--- src/rtl/spectrum_pkg.sv ---
// Shared types and helpers for the spectrum threshold detector.
package spectrum_pkg;

   localparam int unsigned FFT_MIN    = 16;
   localparam int unsigned FFT_MAX    = 32768;
   localparam int unsigned HIT_IDX_W  = 16;
   localparam int unsigned HIT_DATA_W = 16;

   typedef enum logic [0:0] {
      StIdle,
      StRun
   } state_e;

   typedef struct packed {
      logic [HIT_IDX_W-1:0]  idx;
      logic [HIT_DATA_W-1:0] power;
   } hit_t;

   // Power of two within FFT_MIN..FFT_MAX.
   function automatic logic is_valid_fft_size(input logic [15:0] n);
      return (32'(n) >= FFT_MIN) && (32'(n) <= FFT_MAX) && ((n & (n - 16'd1)) == 16'd0);
   endfunction

endpackage

--- src/rtl/spectrum_detector_if.sv ---
// Bin input stream and hit output stream of the spectrum detector.
interface spectrum_detector_if #(
   parameter int unsigned DATA_W = 16,
   parameter int unsigned IDX_W  = 16
);
   logic              s_valid;
   logic              s_ready;
   logic [DATA_W-1:0] s_power;
   logic              s_last;
   logic              m_valid;
   logic              m_ready;
   logic [IDX_W-1:0]  m_idx;
   logic [DATA_W-1:0] m_power;

   modport master (
      output s_valid, s_power, s_last, m_ready,
      input  s_ready, m_valid, m_idx, m_power
   );

   modport slave (
      input  s_valid, s_power, s_last, m_ready,
      output s_ready, m_valid, m_idx, m_power
   );
endinterface

--- src/rtl/sync_fifo.sv ---
// Synchronous FIFO; head entry is presented straight from the storage flops.
module sync_fifo #(
   parameter int unsigned WIDTH = 32,
   parameter int unsigned DEPTH = 8
) (
   input  logic             clk,
   input  logic             rst_n,
   input  logic             push,
   input  logic [WIDTH-1:0] din,
   output logic             full,
   input  logic             pop,
   output logic [WIDTH-1:0] dout,
   output logic             empty
);
   localparam int unsigned AW = (DEPTH > 1) ? $clog2(DEPTH) : 1;

   logic [WIDTH-1:0] mem_q [DEPTH];
   logic [AW-1:0]    wr_ptr_q, rd_ptr_q;
   logic [AW:0]      cnt_q;
   logic             do_push, do_pop;

   assign full    = (cnt_q == (AW+1)'(DEPTH));
   assign empty   = (cnt_q == '0);
   // Full is judged on the registered count, so a same-cycle pop never makes room.
   assign do_push = push && !full;
   assign do_pop  = pop && !empty;
   assign dout    = mem_q[rd_ptr_q];

   always_ff @(posedge clk or negedge rst_n) begin
      if (!rst_n) begin
         wr_ptr_q <= '0;
         rd_ptr_q <= '0;
         cnt_q    <= '0;
      end else begin
         if (do_push) wr_ptr_q <= wr_ptr_q + AW'(1);
         if (do_pop)  rd_ptr_q <= rd_ptr_q + AW'(1);
         case ({do_push, do_pop})
            2'b10:   cnt_q <= cnt_q + (AW+1)'(1);
            2'b01:   cnt_q <= cnt_q - (AW+1)'(1);
            default: cnt_q <= cnt_q;
         endcase
      end
   end

   always_ff @(posedge clk) begin
      if (do_push) mem_q[wr_ptr_q] <= din;
   end

endmodule

--- src/rtl/spectrum_detector.sv ---
// Per-bin threshold detector with hit FIFO, per-frame occupancy summary and sticky errors.
module spectrum_detector
   import spectrum_pkg::*;
#(
   parameter int unsigned DATA_W    = 16,
   parameter int unsigned IDX_W     = 16,
   parameter int unsigned HIT_DEPTH = 8
) (
   input  logic              clk,
   input  logic              rst_n,
   input  logic              enable,
   input  logic [15:0]       fft_size,
   input  logic [DATA_W-1:0] thresh,
   input  logic              err_clr,
   spectrum_detector_if.slave bus,
   output logic              frame_done,
   output logic [IDX_W-1:0]  frame_cnt,
   output logic [IDX_W-1:0]  occ_count,
   output logic              cfg_err,
   output logic              sync_err,
   output logic              ovf
);
   localparam int unsigned HIT_W = IDX_W + DATA_W;

   state_e            state_q;
   logic [15:0]       n_q;
   logic [DATA_W-1:0] thresh_q;
   logic [IDX_W-1:0]  bin_q, occ_acc_q, occ_next;
   logic              accept, is_hit, last_bin, frame_end;
   logic              cfg_ok, cfg_ev, sync_ev, ovf_ev;
   logic              fifo_full, fifo_empty, fifo_pop;
   logic [HIT_W-1:0]  fifo_dout;

   assign bus.s_ready = (state_q == StRun);
   assign accept      = bus.s_valid && bus.s_ready;
   assign is_hit      = accept && (bus.s_power > thresh_q);
   assign last_bin    = (bin_q == IDX_W'(n_q - 16'd1));
   assign frame_end   = accept && last_bin;
   assign cfg_ok      = is_valid_fft_size(fft_size);
   assign cfg_ev      = enable && !cfg_ok && ((state_q == StIdle) || frame_end);
   assign sync_ev     = accept && (bus.s_last != last_bin);
   assign ovf_ev      = is_hit && fifo_full;
   assign occ_next    = (is_hit && (occ_acc_q != '1)) ? occ_acc_q + IDX_W'(1) : occ_acc_q;

   assign fifo_pop    = bus.m_valid && bus.m_ready;
   assign bus.m_valid = !fifo_empty;
   assign {bus.m_idx, bus.m_power} = fifo_dout;

   sync_fifo #(
      .WIDTH (HIT_W),
      .DEPTH (HIT_DEPTH)
   ) u_hit_fifo (
      .clk   (clk),
      .rst_n (rst_n),
      .push  (is_hit),
      .din   ({bin_q, bus.s_power}),
      .full  (fifo_full),
      .pop   (fifo_pop),
      .dout  (fifo_dout),
      .empty (fifo_empty)
   );

   always_ff @(posedge clk or negedge rst_n) begin
      if (!rst_n) begin
         state_q    <= StIdle;
         n_q        <= '0;
         thresh_q   <= '0;
         bin_q      <= '0;
         occ_acc_q  <= '0;
         frame_done <= 1'b0;
         frame_cnt  <= '0;
         occ_count  <= '0;
         cfg_err    <= 1'b0;
         sync_err   <= 1'b0;
         ovf        <= 1'b0;
      end else begin
         frame_done <= 1'b0;

         // A new error event in the same cycle as err_clr keeps the flag set.
         if (cfg_ev)       cfg_err  <= 1'b1;
         else if (err_clr) cfg_err  <= 1'b0;
         if (sync_ev)      sync_err <= 1'b1;
         else if (err_clr) sync_err <= 1'b0;
         if (ovf_ev)       ovf      <= 1'b1;
         else if (err_clr) ovf      <= 1'b0;

         case (state_q)
            StIdle: begin
               bin_q     <= '0;
               occ_acc_q <= '0;
               if (enable && cfg_ok) begin
                  state_q  <= StRun;
                  n_q      <= fft_size;
                  thresh_q <= thresh;
               end
            end
            StRun: begin
               if (frame_end) begin
                  frame_done <= 1'b1;
                  occ_count  <= occ_next;
                  frame_cnt  <= frame_cnt + IDX_W'(1);
                  occ_acc_q  <= '0;
                  bin_q      <= '0;
                  if (enable && cfg_ok) begin
                     n_q      <= fft_size;
                     thresh_q <= thresh;
                  end else begin
                     state_q <= StIdle;
                  end
               end else if (!enable) begin
                  // Abort the partial frame; queued hits keep draining.
                  state_q   <= StIdle;
                  bin_q     <= '0;
                  occ_acc_q <= '0;
               end else if (accept) begin
                  bin_q     <= bin_q + IDX_W'(1);
                  occ_acc_q <= occ_next;
               end
            end
            default: state_q <= StIdle;
         endcase
      end
   end

endmodule

--- src/flat_wrapper.sv ---
// flat-port wrapper written by rule: the top's interface ports become plain ports
module spectrum_detector_flat import spectrum_pkg::*;
#(
   parameter int unsigned DATA_W    = 16,
   parameter int unsigned IDX_W     = 16,
   parameter int unsigned HIT_DEPTH = 8
)
  (clk, rst_n, enable, fft_size, thresh, err_clr, frame_done, frame_cnt, occ_count, cfg_err, sync_err, ovf, bus_s_valid, bus_s_power, bus_s_last, bus_m_ready, bus_s_ready, bus_m_valid, bus_m_idx, bus_m_power);
  spectrum_detector_if #(.DATA_W(DATA_W), .IDX_W(IDX_W)) bus_i ();
  input  logic clk;
  input  logic rst_n;
  input  logic enable;
  input  logic [15:0] fft_size;
  input  logic [DATA_W-1:0] thresh;
  input  logic err_clr;
  output logic frame_done;
  output logic [IDX_W-1:0] frame_cnt;
  output logic [IDX_W-1:0] occ_count;
  output logic cfg_err;
  output logic sync_err;
  output logic ovf;
  input wire logic [$bits(bus_i.s_valid)-1:0] bus_s_valid;
  input wire logic [$bits(bus_i.s_power)-1:0] bus_s_power;
  input wire logic [$bits(bus_i.s_last)-1:0] bus_s_last;
  input wire logic [$bits(bus_i.m_ready)-1:0] bus_m_ready;
  output wire logic [$bits(bus_i.s_ready)-1:0] bus_s_ready;
  output wire logic [$bits(bus_i.m_valid)-1:0] bus_m_valid;
  output wire logic [$bits(bus_i.m_idx)-1:0] bus_m_idx;
  output wire logic [$bits(bus_i.m_power)-1:0] bus_m_power;
  assign bus_i.s_valid = bus_s_valid;
  assign bus_i.s_power = bus_s_power;
  assign bus_i.s_last = bus_s_last;
  assign bus_i.m_ready = bus_m_ready;
  assign bus_s_ready = bus_i.s_ready;
  assign bus_m_valid = bus_i.m_valid;
  assign bus_m_idx = bus_i.m_idx;
  assign bus_m_power = bus_i.m_power;
  spectrum_detector #(.DATA_W(DATA_W), .IDX_W(IDX_W), .HIT_DEPTH(HIT_DEPTH)) u_core (.clk(clk), .rst_n(rst_n), .enable(enable), .fft_size(fft_size), .thresh(thresh), .err_clr(err_clr), .bus(bus_i), .frame_done(frame_done), .frame_cnt(frame_cnt), .occ_count(occ_count), .cfg_err(cfg_err), .sync_err(sync_err), .ovf(ovf));
endmodule
--- config.mk ---
export PLATFORM = sky130hd
export DESIGN_NAME = spectrum_detector_flat
export DESIGN_NICKNAME = d
export VERILOG_FILES = /design/src/rtl/spectrum_pkg.sv /design/src/rtl/spectrum_detector_if.sv /design/src/rtl/sync_fifo.sv /design/src/rtl/spectrum_detector.sv /design/src/flat_wrapper.sv
export SDC_FILE = /design/constraint.sdc
export NUM_CORES = 1
export LEC_CHECK = 0
export ABC_AREA = 0
export ABC_CLOCK_PERIOD_IN_PS = 7000
export CAP_MARGIN = 30
export CORE_MARGIN = 2
export CORE_UTILIZATION = 55
export CTS_BUF_LIST = sky130_fd_sc_hd__clkbuf_4 sky130_fd_sc_hd__clkbuf_8 sky130_fd_sc_hd__clkbuf_16
export DETAILED_ROUTE_END_ITERATION = 8
export GPL_TIMING_DRIVEN = 0
export PLACE_DENSITY = 0.74
export SLEW_MARGIN = 5
export SYNTH_ARGS = -nofsm -noshare
export SYNTH_HDL_FRONTEND = slang
export SYNTH_SLANG_ARGS = --single-unit
--- constraint.sdc ---
create_clock -name clk -period 7 [get_ports clk]
set_input_delay 0.7 -clock clk [delete_from_list [all_inputs] [get_ports clk]]
set_output_delay 0.7 -clock clk [all_outputs]
set_load 0.005 [all_outputs]
; After elaboration in Yosys (flattened, before gate mapping)
; Memories as Yosys holds them, arrays and structs flattened.
; Cells that the tools add are included.
[op_classes]
n_reduce_logical = 25
bitwise = 2
addsub = 9
eq_ne = 8
muxes = 28
magnitude_cmp = 3
[ops]
columns = op, count
row1 = $mux W16, 11
row2 = $pmux W16 S2, 4
row3 = $add A16 B1 Y16 const B, 3
row4 = $sub A16 B1 Y16 const B, 2
row5 = $and A16 B16 Y16, 1
row6 = $eq A16 B16 Y1, 1
row7 = $ge A16 B5 Y1 const B, 1
row8 = $gt A16 B16 Y1, 1
row9 = $le A16 B16 Y1 const B, 1
row10 = $logic_not A16 Y1, 1
row11 = $ne A16 B16 Y1 const B, 1
row12 = $logic_and A1 B1 Y1, 14
row13 = $mux W1, 11
row14 = $pmux W4 S2, 1
row15 = $reduce_bool A2 Y1, 4
row16 = $add A3 B1 Y3 const B, 2
row17 = $add A4 B1 Y4 const B, 1
row18 = $eq A4 B4 Y1 const B, 1
row19 = $logic_not A4 Y1, 1
row20 = $ne A4 B4 Y1 const B, 1
row21 = $sub A4 B1 Y4 const B, 1
row22 = $logic_not A1 Y1, 3
row23 = $eq A2 B1 Y1 const B, 1
row24 = $eq A2 B2 Y1 const B, 1
row25 = other kinds (6), 6
[totals]
out_inout_bits = 70
word_cells = 90
mem_count = 1
ram_bits = 256
register_bits = 111
input_bits = 55
[mem_list]
columns = memory, words, width, read_ports, rd_clocked_by_memory_dff, write_ports, line_no
row1 = u_core.u_hit_fifo.mem_q, 8, 32, 1, 0, 1, sync_fifo.sv:17  ; logic [WIDTH-1:0] mem_q [DEPTH];

; Logic depth before layout (Yosys ltp)
[depth]
depth_word = 8
ltp_mapped = 15
mapped_depth_nobuf = 14

; By module
; From an unflattened synthesis, not the netlist that was laid out.
[unflattened]
hier_cells = 999
hier_area_um2 = 16173.0
[modules_own_cells]
columns = mod, seq_area_each_um2, cells_per_inst, instances, area_each_um2
row1 = sync_fifo, 7937.6, 437, 1, 10372.4
row2 = spectrum_detector, 2527.4, 562, 1, 5800.6

; Worst setup path after synthesis
; OpenSTA, ideal clock, no wires.
[synth_path]
path_kind = input-to-reg
from = in bus_s_power[14]
to = mem u_core.u_hit_fifo.mem_q[2][0] (enable)
required_time_ns = 6.487
stages = 8
n_path_buf = 1
arrival_ns = 5.575
setup_time_ns = 0.513
setup_slack_ns = 0.912
cell_sequence = ha_1 nand4_1 nor4_1 a21boi_0 o31ai_1 nand2b_1 clkbuf_1 nor4b_1
[synth_via]
elab_chain_len = 5
[synth_lines]
columns = element, line_no
row1 = from (decl), flat_wrapper.sv:23  ; input wire logic [$bits(bus_i.s_power)-1:0] bus_s_power;
row2 = $gt A16 B16 Y1, spectrum_detector.sv:36  ; assign is_hit = accept && (bus.s_power > thresh_q);
row3 = $logic_and A1 B1 Y1, spectrum_detector.sv:36
row4 = $logic_and A1 B1 Y1, sync_fifo.sv:25  ; assign do_push = push && !full;
row5 = $mux W1, sync_fifo.sv:46  ; if (do_push) mem_q[wr_ptr_q] <= din;
row6 = $mux W1 (not written as such), sync_fifo.sv:46
row7 = to (decl), sync_fifo.sv:17
; Every way passes these cells.

; Worst setup path in the final report
[layout_path]
from = in bus_s_power[14]
to = mem u_core.u_hit_fifo.mem_q[6][23] (enable)
; Same word-level chain as after synthesis.

==> impl_metrics.yaml <==
routing:
  remaining_antenna_violation_count: 0
  vias: 9168
  avgRoutedWirePerCell_um: 21.1
  drt-total-wl_mm: 33.5
  detail_route.vias_per_cell: 5.77
  drt_first_pass_iters: 5
  remaining_drc_errors: 0
  drt_iter0_drc: 745
synthesis:
  synth_seq_area_share_pct: 66.9
  most_used_flip_flop_cell_after_synthesis: "sky130_fd_sc_hd__edfxtp_1"
  ys_seq_elements: 367
  synthArstFlopShare_pct: 30.2
  synthDominantAreaCellType: "sky130_fd_sc_hd__edfxtp_1"
  netlist_area_um2: 15600
  post_synth.cell_area_avg_um2: 16.0
  distinct_cell_type_count_after_synthesis: 61
  net_count_of_the_mapped_netlist: 1059
  synth_warnings: 0
  synth-edff-count: 256
  synth_top_cells_by_area: "sky130_fd_sc_hd__edfxtp_1, sky130_fd_sc_hd__dfrtp_1, sky130_fd_sc_hd__mux4_2"
  synthCells: 978
  synth_top_area_share_pct: 49.2
cts:
  worstSkewPairLatency_ps: 530
  cts.clk_slew.worst_paths_ps: 60
  ctsHtreeMaxLevel: 2
  holdBufCountCts: 0
  tritoncts_num_sinks: 367
  cts-root-buf: "sky130_fd_sc_hd__clkbuf_16"
  max-clock-path-buffers: 3
  tritoncts: "yes"
  cts_made_buffers: 38
  post_cts.repair.setup_buffers: 0
  post_cts_resized: 0
hold_path:
  hp-class: "in2async"
sta:
  fin_hold_ws_ps: 27.1
  finalCritPeriodShare_pct: 68.5
  setup_ws_ps: 2210
  timing_worst_slew_pin_value_ps: 859
  grt_setup_unrepaired: "false"
  fmax_mhz: 209
  report.final.setup_viol: 0
  fin_skew_ps: 22.5
  final_period_minus_worst_setup_slack_ps: 4790
  slew_violations: 0
  timing_hold_violations_final: 0
  max-slew-margin-rel_pct: 42.7
critical_path:
  critPathCaptureType: "flip-flop"
  crit_path_top_delay_cell: "sky130_fd_sc_hd__nor3b_2"
  worstSetupPathType: "in2reg"
  crit_family: "simple AND/OR/NAND/NOR gates"
  worst_ep_arrival_time_ps: 5010
  worstSetupStartpointType: "input port"
  cp_data_required_time_ps: 7220
  cpPeakStageDelay_ps: 670
  worst-path-buf-inv: 5
  critPathMaxFanout: 9
  critical_path.cell_chain: "clkdlybuf4s50_1 > ha_1 > nand4_1 > nor4_1 > a21boi_0 > o31ai_1 > buf_2 > nand2b_1 > clkbuf_1 > or2_2 > nor3b_2 > buf_6 > buf_4"
floorplan:
  core_region_area_um2: 27900
  placement_rows: 61
  die_h_um: 173
  fp.dieArea_um2: 29800
  start_util_pct: 56.1
  io_pins: 125
  die_x_um: 173
place:
  pre_cts_slack_ps: 1770
  numPortBuffers: 123
  gp_congestion: 0.834
  dpl.hpwl_mm: 22.6
grt:
  grt_antenna_before_repair: 0
  grt_max_degree: 92
  first_global_vias: 9385
  track_usage_pct: 23.0
  first_pass_grt_wire_length_mm: 53.0
  globalRouteOverflowTotal: 0
power_and_ir_drop:
  powerDensity_nw_per_um2: 302
  totalPowerFinal_mw: 5.74
  vdd_drop_max_mv: 0.167
  p_leak_nw: 7.01
finish:
  final_cell_mix: "sky130_fd_sc_hd__edfxtp_1, sky130_fd_sc_hd__clkdlybuf4s50_1, sky130_fd_sc_hd__dfrtp_1, sky130_fd_sc_hd__nor2_1, sky130_fd_sc_hd__mux4_2"
  count_of_nets_after_finishing: 1262
  final_common_cell: "sky130_fd_sc_hd__edfxtp_1"
  synthToLayoutAreaGrowth_pct: 21.8
  post_route_cells_drive_above_1_share_pct: 18.8
  num_antenna_cells: 0
outcome:
  outcome: "completed"
flow_run:
  maxCapViolCount: 0
flip-flops by register name (all words and copies together) (netlist names):
register / flops
u_core.ovf: 1
u_core.occ_acc_q: 16
u_core.cfg_err: 1
u_core.u_hit_fifo.wr_ptr_q: 3
u_core.thresh_q: 16
u_core.n_q: 16
u_core.bus.s_ready: 1
u_core.bin_q: 16
u_core.occ_count: 16
u_core.sync_err: 1
u_core.u_hit_fifo.mem_q: 256
u_core.u_hit_fifo.rd_ptr_q: 3
u_core.frame_cnt: 16
u_core.frame_done: 1
u_core.u_hit_fifo.cnt_q: 4
metal layers:
layer  routed length [um]  share of wire [%]  up-vias  track usage, %
li1                     -                  -     4163               -
met3                 1980                5.9       57            4.53
met4                  762                2.3        0            6.77
met1                14400                 43     4678            31.8
met5                    0                  0        -               0
met2                16300                 49      270            37.6
cell families (layout without fill, tap and decap cells):
kind of cell    Yosys count  in the layout  share of synthesized area, %
xor+xnor                 71             71                          3.98
fa+ha+maj                27             27                          2.19
flops                   367            367                          66.9
simple gates            238            238                          7.76
mux                     130            130                          13.9
compound gates           73             73                          3.19
buf+inv                  72            305                          1.99
final timing paths:
kind | start | endpoint | slack (ps) | cells past startpoint
worst max-delay path | bus_s_power[14] | u_core.u_hit_fifo.mem_q[6][23] | 2210 | 13
worst min-delay path | rst_n | u_core.n_q[10] | 30 | 1
worst max register to register | u_core.thresh_q[14] | u_core.u_hit_fifo.mem_q[6][23] | 2660 | 13
worst min register to register | u_core.frame_cnt[15] | u_core.frame_cnt[15] | 470 | 1
max in group asynchronous | rst_n | u_core.thresh_q[1] | 6240 | 2
min in group clk | u_core.frame_cnt[15] | u_core.frame_cnt[15] | 470 | 1
where the power goes:
part	switching [mW]	internal, mW	total, mW
combinational	0.582	0.825	1.41
clock	0.831	1.15	1.98
sequential	0.0186	2.34	2.36
synth_stat cells (3+ instances only):
cell type                   count
sky130_fd_sc_hd__nor3_1        19
sky130_fd_sc_hd__nor2b_1        3
sky130_fd_sc_hd__nand2_1       48
sky130_fd_sc_hd__xor2_1        36
sky130_fd_sc_hd__mux4_2        64
sky130_fd_sc_hd__nor4b_1        4
sky130_fd_sc_hd__mux2_2        37
sky130_fd_sc_hd__nor3b_1        4
sky130_fd_sc_hd__nor2_1        65
sky130_fd_sc_hd__o21ai_0       23
sky130_fd_sc_hd__dfrtp_1      111
sky130_fd_sc_hd__inv_1         31
sky130_fd_sc_hd__buf_2          3
sky130_fd_sc_hd__a2111oi_0      4
sky130_fd_sc_hd__mux2_1        26
sky130_fd_sc_hd__xnor2_1       35
sky130_fd_sc_hd__and4_1         3
sky130_fd_sc_hd__a21o_1         3
sky130_fd_sc_hd__nand4_1       13
sky130_fd_sc_hd__o211ai_1       4
sky130_fd_sc_hd__o31ai_1        4
sky130_fd_sc_hd__and3_1        12
sky130_fd_sc_hd__nand2b_1       6
sky130_fd_sc_hd__or4_1         10
sky130_fd_sc_hd__a21boi_0       4
sky130_fd_sc_hd__clkbuf_1      24
sky130_fd_sc_hd__nor4_1        10
sky130_fd_sc_hd__a21oi_1       10
sky130_fd_sc_hd__buf_1         10
sky130_fd_sc_hd__or3_1          5
sky130_fd_sc_hd__nand3_1       25
sky130_fd_sc_hd__ha_1          25
sky130_fd_sc_hd__edfxtp_1     256
sky130_fd_sc_hd__mux2i_1        3
sky130_fd_sc_hd__a221o_1        3
through the flow:
| stage | instance area (um2) | util, % | TNS (ps) | cells |
|---|---|---|---|---|
| 5_1_grt | 19000 | 68.4 | 0 | 1589 |
| 2_1_floorplan | 15600 | - | 0 | 978 |
| 3_5_place_dp | 17700 | 63.6 | 0 | 1513 |
| 3_3_place_gp | 17300 | 62.2 | -514200 | 1479 |
| 6_report | 19000 | 68.4 | 0 | 1589 |
| 4_1_cts | 19000 | 68.1 | 0 | 1583 |
cell type report:
cell class | count | area (um2)
multi-input cells | 539 | 4900
inverters | 31 | 116
flip-flops and latches | 367 | 10500
repair buffers | 163 | 1650
fillers | 1850 | 8810
plain buffers | 41 | 195
well taps | 378 | 473
clock buffers | 46 | 1050
clock inverters | 24 | 195
Power figures use the tool's default switching activity.
